==> config.mk <==
export PLATFORM = sky130hd
export DESIGN_NAME = pmc_code_loader
export DESIGN_NICKNAME = d
export VERILOG_FILES = /design/src/rtl/pmc_loader_pkg.sv /design/src/rtl/pmc_loader_write_port.sv /design/src/rtl/pmc_code_loader.sv
export SDC_FILE = /design/constraint.sdc
export NUM_CORES = 1
export LEC_CHECK = 0
export ABC_AREA = 1
export CAP_MARGIN = 20
export CORE_ASPECT_RATIO = 1.4
export CORE_MARGIN = 5
export CORE_UTILIZATION = 35
export DETAILED_ROUTE_END_ITERATION = 8
export PLACE_DENSITY = 0.57
export RECOVER_POWER = 25
export SYNTH_ARGS = -nofsm -noshare
export SYNTH_HDL_FRONTEND = slang
export SYNTH_SLANG_ARGS = --single-unit
==> constraint.sdc <==
create_clock -name clk -period 4.5 [get_ports clk]
set_input_delay 1.125 -clock clk [delete_from_list [all_inputs] [get_ports clk]]
set_output_delay 1.125 -clock clk [all_outputs]
set_load 0.05 [all_outputs]
==> src/rtl/pmc_loader_pkg.sv <==
// pmc_loader_pkg: shared definitions for the PMC code loader.
//   pmc_loader_state_t      loader FSM state encoding
//   PMC_CODE_DEPTH          number of words in the PMC code RAM
//   PMC_LOADER_HOLD_CYCLES  cycles the coprocessor reset is held before the first write
package pmc_loader_pkg;

    localparam int PMC_CODE_DEPTH         = 1024;
    localparam int PMC_LOADER_HOLD_CYCLES = 2;

    typedef enum logic [2:0] {
        ST_IDLE,
        ST_CHECK,
        ST_HOLD,
        ST_LOAD,
        ST_FLUSH
    } pmc_loader_state_t;

endpackage

==> src/rtl/pmc_loader_write_port.sv <==
// pmc_loader_write_port: registered write stage toward the PMC code RAM.
// It also holds the write address counter.
//   clk, rst_n   clock, synchronous active-low reset
//   load         loads the address counter with load_addr (session start)
//   load_addr    first RAM address of the session
//   accept       a word is accepted this cycle; it is written next cycle
//   wdata        the accepted word
//   mem_addr     registered RAM write address
//   mem_wdata    registered RAM write data
//   mem_we       registered RAM write strobe
module pmc_loader_write_port
    import pmc_loader_pkg::*;
#(
    parameter int ADDR_WIDTH = 10,
    parameter int DATA_WIDTH = 32
) (
    input  logic                  clk,
    input  logic                  rst_n,
    input  logic                  load,
    input  logic [ADDR_WIDTH-1:0] load_addr,
    input  logic                  accept,
    input  logic [DATA_WIDTH-1:0] wdata,
    output logic [ADDR_WIDTH-1:0] mem_addr,
    output logic [DATA_WIDTH-1:0] mem_wdata,
    output logic                  mem_we
);

    logic [ADDR_WIDTH-1:0] addr_cnt;

    always_ff @(posedge clk) begin
        if (!rst_n) begin
            addr_cnt  <= '0;
            mem_addr  <= '0;
            mem_wdata <= '0;
            mem_we    <= 1'b0;
        end else begin
            mem_we <= accept;
            if (accept) begin
                mem_addr  <= addr_cnt;
                mem_wdata <= wdata;
                addr_cnt  <= addr_cnt + 1'b1;
            end
            // load and accept are never both high: load only happens in IDLE
            if (load) begin
                addr_cnt <= load_addr;
            end
        end
    end

endmodule

==> src/rtl/pmc_code_loader.sv <==
// pmc_code_loader: streams host instruction words into the PMC code RAM.
// The PMC coprocessor is held in reset while a program is being loaded.
//   clk, rst_n            clock, synchronous active-low reset
//   start, abort          begin a session (honoured in IDLE) / cancel it
//   base_addr, word_count session range, sampled on start
//   wdata, wvalid, wready host word stream (valid/ready)
//   mem_addr, mem_wdata, mem_we  registered RAM write port
//   pmcc_rst_n            coprocessor reset, active-low
//   busy, done, error     session in progress / success pulse / sticky error
//   checksum              mod-2^32 sum of the accepted words (PMC_LOADER_CHECKSUM_EN only)
// Optional feature macro: PMC_LOADER_CHECKSUM_EN
//
// state | meaning
// IDLE  | waiting for start
// CHECK | validating the latched range
// HOLD  | coprocessor reset settling before the first write
// LOAD  | accepting words, one per handshake
// FLUSH | last write on the RAM port; release the coprocessor next
module pmc_code_loader
    import pmc_loader_pkg::*;
#(
    parameter int ADDR_WIDTH = 10,
    parameter int DATA_WIDTH = 32
) (
    input  logic                  clk,
    input  logic                  rst_n,
    input  logic                  start,
    input  logic                  abort,
    input  logic [ADDR_WIDTH-1:0] base_addr,
    input  logic [ADDR_WIDTH:0]   word_count,
    input  logic [DATA_WIDTH-1:0] wdata,
    input  logic                  wvalid,
    output logic                  wready,
    output logic [ADDR_WIDTH-1:0] mem_addr,
    output logic [DATA_WIDTH-1:0] mem_wdata,
    output logic                  mem_we,
    output logic                  pmcc_rst_n,
    output logic                  busy,
    output logic                  done,
    output logic                  error
`ifdef PMC_LOADER_CHECKSUM_EN
    ,
    output logic [31:0]           checksum
`endif
);

    pmc_loader_state_t     state;
    logic [ADDR_WIDTH-1:0] base_q;
    logic [ADDR_WIDTH:0]   remaining;
    logic [1:0]            hold_cnt;
    logic [ADDR_WIDTH+1:0] range_end;
    logic                  range_bad;
    logic                  start_accept;
    logic                  handshake;

    // Two extra bits so base + count cannot overflow before the compare.
    assign range_end    = {2'b00, base_q} + {1'b0, remaining};
    assign range_bad    = (remaining == '0) ||
                          (range_end > (ADDR_WIDTH+2)'(PMC_CODE_DEPTH));
    assign start_accept = (state == ST_IDLE) && start;
    // A handshake that coincides with abort is dropped.
    assign handshake    = (state == ST_LOAD) && wvalid && !abort;
    assign wready       = (state == ST_LOAD);
    assign busy         = (state != ST_IDLE);

    always_ff @(posedge clk) begin
        if (!rst_n) begin
            state      <= ST_IDLE;
            base_q     <= '0;
            remaining  <= '0;
            hold_cnt   <= '0;
            pmcc_rst_n <= 1'b1;
            done       <= 1'b0;
            error      <= 1'b0;
        end else begin
            done <= 1'b0;
            case (state)
                ST_IDLE: begin
                    if (start) begin
                        base_q    <= base_addr;
                        remaining <= word_count;
                        error     <= 1'b0;
                        state     <= ST_CHECK;
                    end
                end
                ST_CHECK: begin
                    if (range_bad) begin
                        error <= 1'b1;
                        state <= ST_IDLE;
                    end else begin
                        pmcc_rst_n <= 1'b0;
                        hold_cnt   <= 2'(PMC_LOADER_HOLD_CYCLES - 1);
                        state      <= ST_HOLD;
                    end
                end
                ST_HOLD: begin
                    if (abort) begin
                        error <= 1'b1;
                        state <= ST_IDLE;
                    end else if (hold_cnt == '0) begin
                        state <= ST_LOAD;
                    end else begin
                        hold_cnt <= hold_cnt - 1'b1;
                    end
                end
                ST_LOAD: begin
                    // pmcc_rst_n stays low on abort so a partial program never runs
                    if (abort) begin
                        error <= 1'b1;
                        state <= ST_IDLE;
                    end else if (wvalid) begin
                        remaining <= remaining - 1'b1;
                        if (remaining == (ADDR_WIDTH+1)'(1)) begin
                            state <= ST_FLUSH;
                        end
                    end
                end
                ST_FLUSH: begin
                    pmcc_rst_n <= 1'b1;
                    done       <= 1'b1;
                    state      <= ST_IDLE;
                end
                default: state <= ST_IDLE;
            endcase
        end
    end

`ifdef PMC_LOADER_CHECKSUM_EN
    always_ff @(posedge clk) begin
        if (!rst_n) begin
            checksum <= '0;
        end else if (start_accept) begin
            checksum <= '0;
        end else if (handshake) begin
            checksum <= checksum + 32'(wdata);
        end
    end
`endif

    pmc_loader_write_port #(
        .ADDR_WIDTH(ADDR_WIDTH),
        .DATA_WIDTH(DATA_WIDTH)
    ) u_write_port (
        .clk      (clk),
        .rst_n    (rst_n),
        .load     (start_accept),
        .load_addr(base_addr),
        .accept   (handshake),
        .wdata    (wdata),
        .mem_addr (mem_addr),
        .mem_wdata(mem_wdata),
        .mem_we   (mem_we)
    );

endmodule

==> results_dict.tcl, run 1 <==
set metrics [dict create \
    maxCapViolCount 1 \
    final_nets 771 \
    row_count 47 \
    required_ns 4.69 \
    netlist_area_um2 4148 \
    h-tree-depth 3 \
    setup_viol_count_final 0 \
    wire_per_inst_um 13.56 \
    drive_gt1_share_pct 4.979 \
    whs_ns 0.4655 \
    yosys_most_used_dff "dfxtp_1" \
    fin_util_pct 47.92 \
    ctsResizeCount 0 \
    grt_pass1_wl_mm 18.77 \
    vdd_drop_max_mv 0.2127 \
    clock_latency_ns 0.33 \
    numPortBuffers 105 \
    endpoint_kind "flip-flop" \
    rsz0062_at_grt "false" \
    worst-slew-pin-transition_ns 1.884 \
    ff2ff_path_depth 11 \
    cts_hold_buf 0 \
    timing.final.crit_period_ns 3.554 \
    initial_core_util_pct 35.44 \
    grt_remaining_overflow 0 \
    num_vias 4113 \
    fin_ws_ns 0.9458 \
    core_um2 11700 \
    cts_setup_buffers 0 \
    hpwl_mm 8.625 \
    wirelength_mm 11.53 \
    die-area_um2 14160 \
    post-place-ws_ns 1.049 \
    antenna_found_initial 0 \
    min-delay-path-class "reg2reg" \
    min_to "error" \
    root_buffer "clkbuf_16" \
    gp_congestion 0.8025 \
    min_period_over_period_pct 78.98 \
    crit_path_max_fanout 52 \
    syn_area_per_cell_um2 6.878 \
    failed_checks "capacitance limit, slew limit" \
    timing.fmax_mhz 281.4 \
    clkTransAtPathRegs_ns 0.06 \
    cts.sinks 82 \
    ys_ff_latch 82 \
    layout_common_cells "nand2_1 (120), nor2_1 (113), clkdlybuf4s50_1 (103), dfxtp_1 (82), o21ai_0 (60)" \
    worstSetupPathType "in2reg" \
    r2r_end "u_write_port.addr_cnt[2]" \
    synth_cell_types 37 \
    fin_tns_setup_ns 0 \
    syn_inst 603 \
    reg2reg_from "state[2]" \
    firstDrtPassIters 5 \
    grt_pass1_vias 3968 \
    drt_iter0_markers 148 \
    cts.path.max_buffers 2 \
    holdPathStages 2 \
    grt_usage_pct 16.46 \
    arrival_ns 3.74 \
    p_leak_nw 2.468 \
    synth_edf_count 0 \
    synth_warnings 0 \
    die_x_um 102.0 \
    asyncSetResetFlopFracSynth_pct 0 \
    reg2reg_slack_ns 1.27 \
    ys_seq_area_share_pct 39.58 \
    finalHoldViolCount 0 \
    cts-buffers-inserted 9 \
    clock_skew_ns 0.005803 \
    slew_headroom_pct -25.61 \
    status "complete, but fails checks" \
    fp.dieH_um 138.8 \
    syn_to_final_growth_pct 35.20 \
    drcViolationCount 0 \
    via_per_inst 4.839 \
    final_common_cell "nand2_1" \
    antennaDiodeCount 0 \
    grt_max_degree 57 \
    ant_nets 0 \
    pin_count 106 \
    maxSlewViolCount 53 \
    power_mw 2.064 \
    min_from "error" \
    powerDensity_nw_per_um2 368.1 \
    cts_tree "yes" \
    syn-num-nets 676 \
    critPathLaunchType "primary input" \
]
registers in the layout, summed over array words and instances (netlist names):
register,count
u_write_port.mem_wdata,32
remaining,11
base_q,10
u_write_port.addr_cnt,10
u_write_port.mem_addr,10
state,3
hold_cnt,2
done,1
error,1
pmcc_rst_n,1
u_write_port.mem_we,1
cell type report:
cell class	count	area, µm²
Timing Repair Buffer	108	1070
Multi-Input combinational cell	434	2153
Sequential cell	82	1642
Clock buffer	11	242.7
Clock inverter	5	77.57
Fill cell	1194	6095
Tap cell	147	183.9
Inverter	63	239.0
critical path, cell delays in order:
cell and delay, ns:
dlygate4sd3_1 0.55, inv_1 0.10, nor2_8 0.12, clkbuf_1 1.35
nand3_1 0.18, o211ai_1 0.21, a221oi_2 0.08
metal layers:
metal / GRT usage [%] / routed length (µm) / vias up
li1: - / - / 2143
met1: 19.42 / 4824 / 1846
met5: 0 / 0 / -
met4: 5.252 / 116 / 0
met3: 6.291 / 984 / 7
met2: 27.24 / 5603 / 117
kinds of logic (layout without fill, tap and decap cells):
family,count (synthesis),after routing,synth area share [%]
AOI/OAI and AO/OA,123,123,16.32
xor gates and xnor gates,7,7,1.478
adders and majority gates,15,15,4.706
buffers and inverters,87,187,8.507
DFF,82,82,39.58
and+or+nand+nor,289,289,29.41
Yosys cell counts, types with 7 or more instances:
cell      instances  area share [%]
nand2_1         120              11
nor2_1          113              10
dfxtp_1          82              40
o21ai_0          60             7.2
inv_1            57             5.2
a21oi_1          41             4.9
nand3_1          31             3.7
ha_1             14             4.2
clkbuf_1         13             1.2
buf_2             7            0.84
o211ai_1          7             1.3
where the power goes:
group	internal, mW	leakage [nW]	switching, mW
Combinational	0.185	1.65	0.281
Sequential	0.774	0.667	0.0429
Clock	0.499	0.156	0.281
worst max path at each step:
stage             start                        to  slack (ns)
4_1_cts        state[2]                    wready        1.32
6_report         wvalid  u_write_port.addr_cnt[2]        0.95
5_1_grt          wvalid  u_write_port.addr_cnt[2]        0.72
3_3_place_gp      abort             remaining[10]        1.10
2_1_floorplan  state[2]                    wready        2.06
3_5_place_dp      abort             remaining[10]        1.05
through the flow:
stage	instances	instance area [µm²]
after floorplan	603	4148
after global placement	834	5291
after detailed placement	834	5291
after CTS	850	5612
after global routing	850	5608
final	850	5608
(Power assumes the default switching activity.)
==> inputs of run 2 (changes only) <==
==> constraint.sdc (replaced) <==
create_clock -name clk -period 3.43 [get_ports clk]
set_input_delay 0.8575 -clock clk [delete_from_list [all_inputs] [get_ports clk]]
set_output_delay 0.8575 -clock clk [all_outputs]
set_load 0.05 [all_outputs]
==> results_dict.tcl, run 2 (same netlist as run 1, synthesis figures left out) <==
set metrics [dict create \
    initial_core_util_pct 35.44 \
    min_period_over_period_pct 82.56 \
    place_area_um2 5329 \
    largestRegisters "u_write_port.mem_wdata: 32 flops, remaining: 11 flops" \
    die-area_um2 14160 \
    design_area_um2 5597 \
    powerDensity_nw_per_um2 476.0 \
    h-tree-depth 3 \
    reg2reg_from "state[1]" \
    fin_tns_setup_ns 0 \
    grt_remaining_overflow 0 \
    grt_pass1_vias 4213 \
    via_per_inst 4.850 \
    rsz0062_at_grt "false" \
    worst-slew-pin-transition_ns 1.387 \
    status "finished, final reports clean" \
    num_vias 4147 \
    path_cells "inv_2, nor2_1, clkdlybuf4s50_1" \
    wire_per_inst_um 13.84 \
    arrival_ns 1.97 \
    clkTransAtPathRegs_ns 0.06 \
    pin_count 106 \
    die_x_um 102.0 \
    gp_congestion 0.8713 \
    antenna_found_initial 0 \
    vdd_drop_max_mv 0.2449 \
    critPathLaunchType "flip-flop" \
    row_count 47 \
    drive_gt1_share_pct 5.226 \
    whs_ns 0.4582 \
    grt_usage_pct 16.98 \
    endpoint_kind "output pin" \
    slowest_stage "clkdlybuf4s50_1" \
    maxCapViolCount 0 \
    largest_reg_flops 32 \
    timing.final.crit_period_ns 2.832 \
    cts-buffers-inserted 9 \
    fin_ws_ns 0.5983 \
    drcViolationCount 0 \
    timing.fmax_mhz 353.1 \
    min_from "error" \
    nFillCells 1188 \
    p_leak_nw 2.453 \
    slowest_delay_ns 0.87 \
    core_um2 11700 \
    min-delay-path-class "reg2reg" \
    slew_headroom_pct 7.562 \
    fp.dieH_um 138.8 \
    final_nets 776 \
    post-place-ws_ns 0.6629 \
    wirelength_mm 11.83 \
    crit_path_max_fanout 7 \
    drt_iter0_markers 148 \
    maxSlewViolCount 0 \
    cts.sinks 82 \
    clock_latency_ns 0.33 \
    cts.path.max_buffers 2 \
    ctsResizeCount 0 \
    root_buffer "clkbuf_16" \
    hpwl_mm 8.748 \
    finalHoldViolCount 0 \
    layout_common_cells "nand2_1 (120), nor2_1 (115), clkdlybuf4s50_1 (104), dfxtp_1 (82), o21ai_0 (60)" \
    top_register "u_write_port.mem_wdata" \
    setup_viol_count_final 0 \
    cts_setup_buffers 0 \
    cts_tree "yes" \
    clock_skew_ns 0.005392 \
    cts_hold_buf 0 \
    firstDrtPassIters 4 \
    grt_pass1_wl_mm 19.57 \
    crit_start "state[1]" \
    grt_max_degree 53 \
    final_common_cell "nand2_1" \
    antennaDiodeCount 0 \
    ant_nets 0 \
    register_area_um2 1642 \
    numPortBuffers 105 \
    syn_to_final_growth_pct 34.93 \
    worstSetupPathType "reg2out" \
    required_ns 2.57 \
    multi_input_area_um2 2130 \
]
[run 2: path summary, 6_finish.rpt]
kind              slack (ns)  cells past startpoint                  endpoint
setup / recovery        0.60                      3                    wready
hold / removal          0.46                      2                     error
setup reg to reg        0.66                     11  u_write_port.addr_cnt[2]
hold reg to reg         0.46                      2                     error
[run 2: final cells by class]
class                           count  area share, %
Multi-Input combinational cell    434          38.05
Clock buffer                        9          4.024
Sequential cell                    82          29.33
Clock inverter                      7          1.364
Tap cell                          147          3.286
Inverter                           63          4.270
Timing Repair Buffer              113          19.67
[run 2: power breakdown]
| part | internal, mW | total, mW | leakage (nW) | switching (mW) |
|---|---|---|---|---|
| combinational | 0.246 | 0.615 | 1.64 | 0.369 |
| clock | 0.569 | 0.978 | 0.142 | 0.409 |
| sequential | 1.02 | 1.07 | 0.667 | 0.0554 |
[run 2: metrics by stage]
stage                     util (%)  instances  total power, mW
after floorplan                  -        603            1.512
final                        47.82        855            2.664
after CTS                    48.11        855            2.702
after global placement       45.54        839            1.698
after global routing         47.82        855            2.821
after detailed placement     45.54        839            1.711
[run 2: layer usage]
layer,global-route usage [%],part of all wire (%)
met1,19.02,41
met2,29.39,50
met3,6.291,8.3
met4,5.321,1.5
met5,0,0
[run 2: critical path: cells and delay by family (launching register included)]
kind / cells / cell delay (ns)
buffers and inverters: 2 / 0.93
AND/OR/NAND/NOR: 1 / 0.27
flip-flops: 1 / 0.45
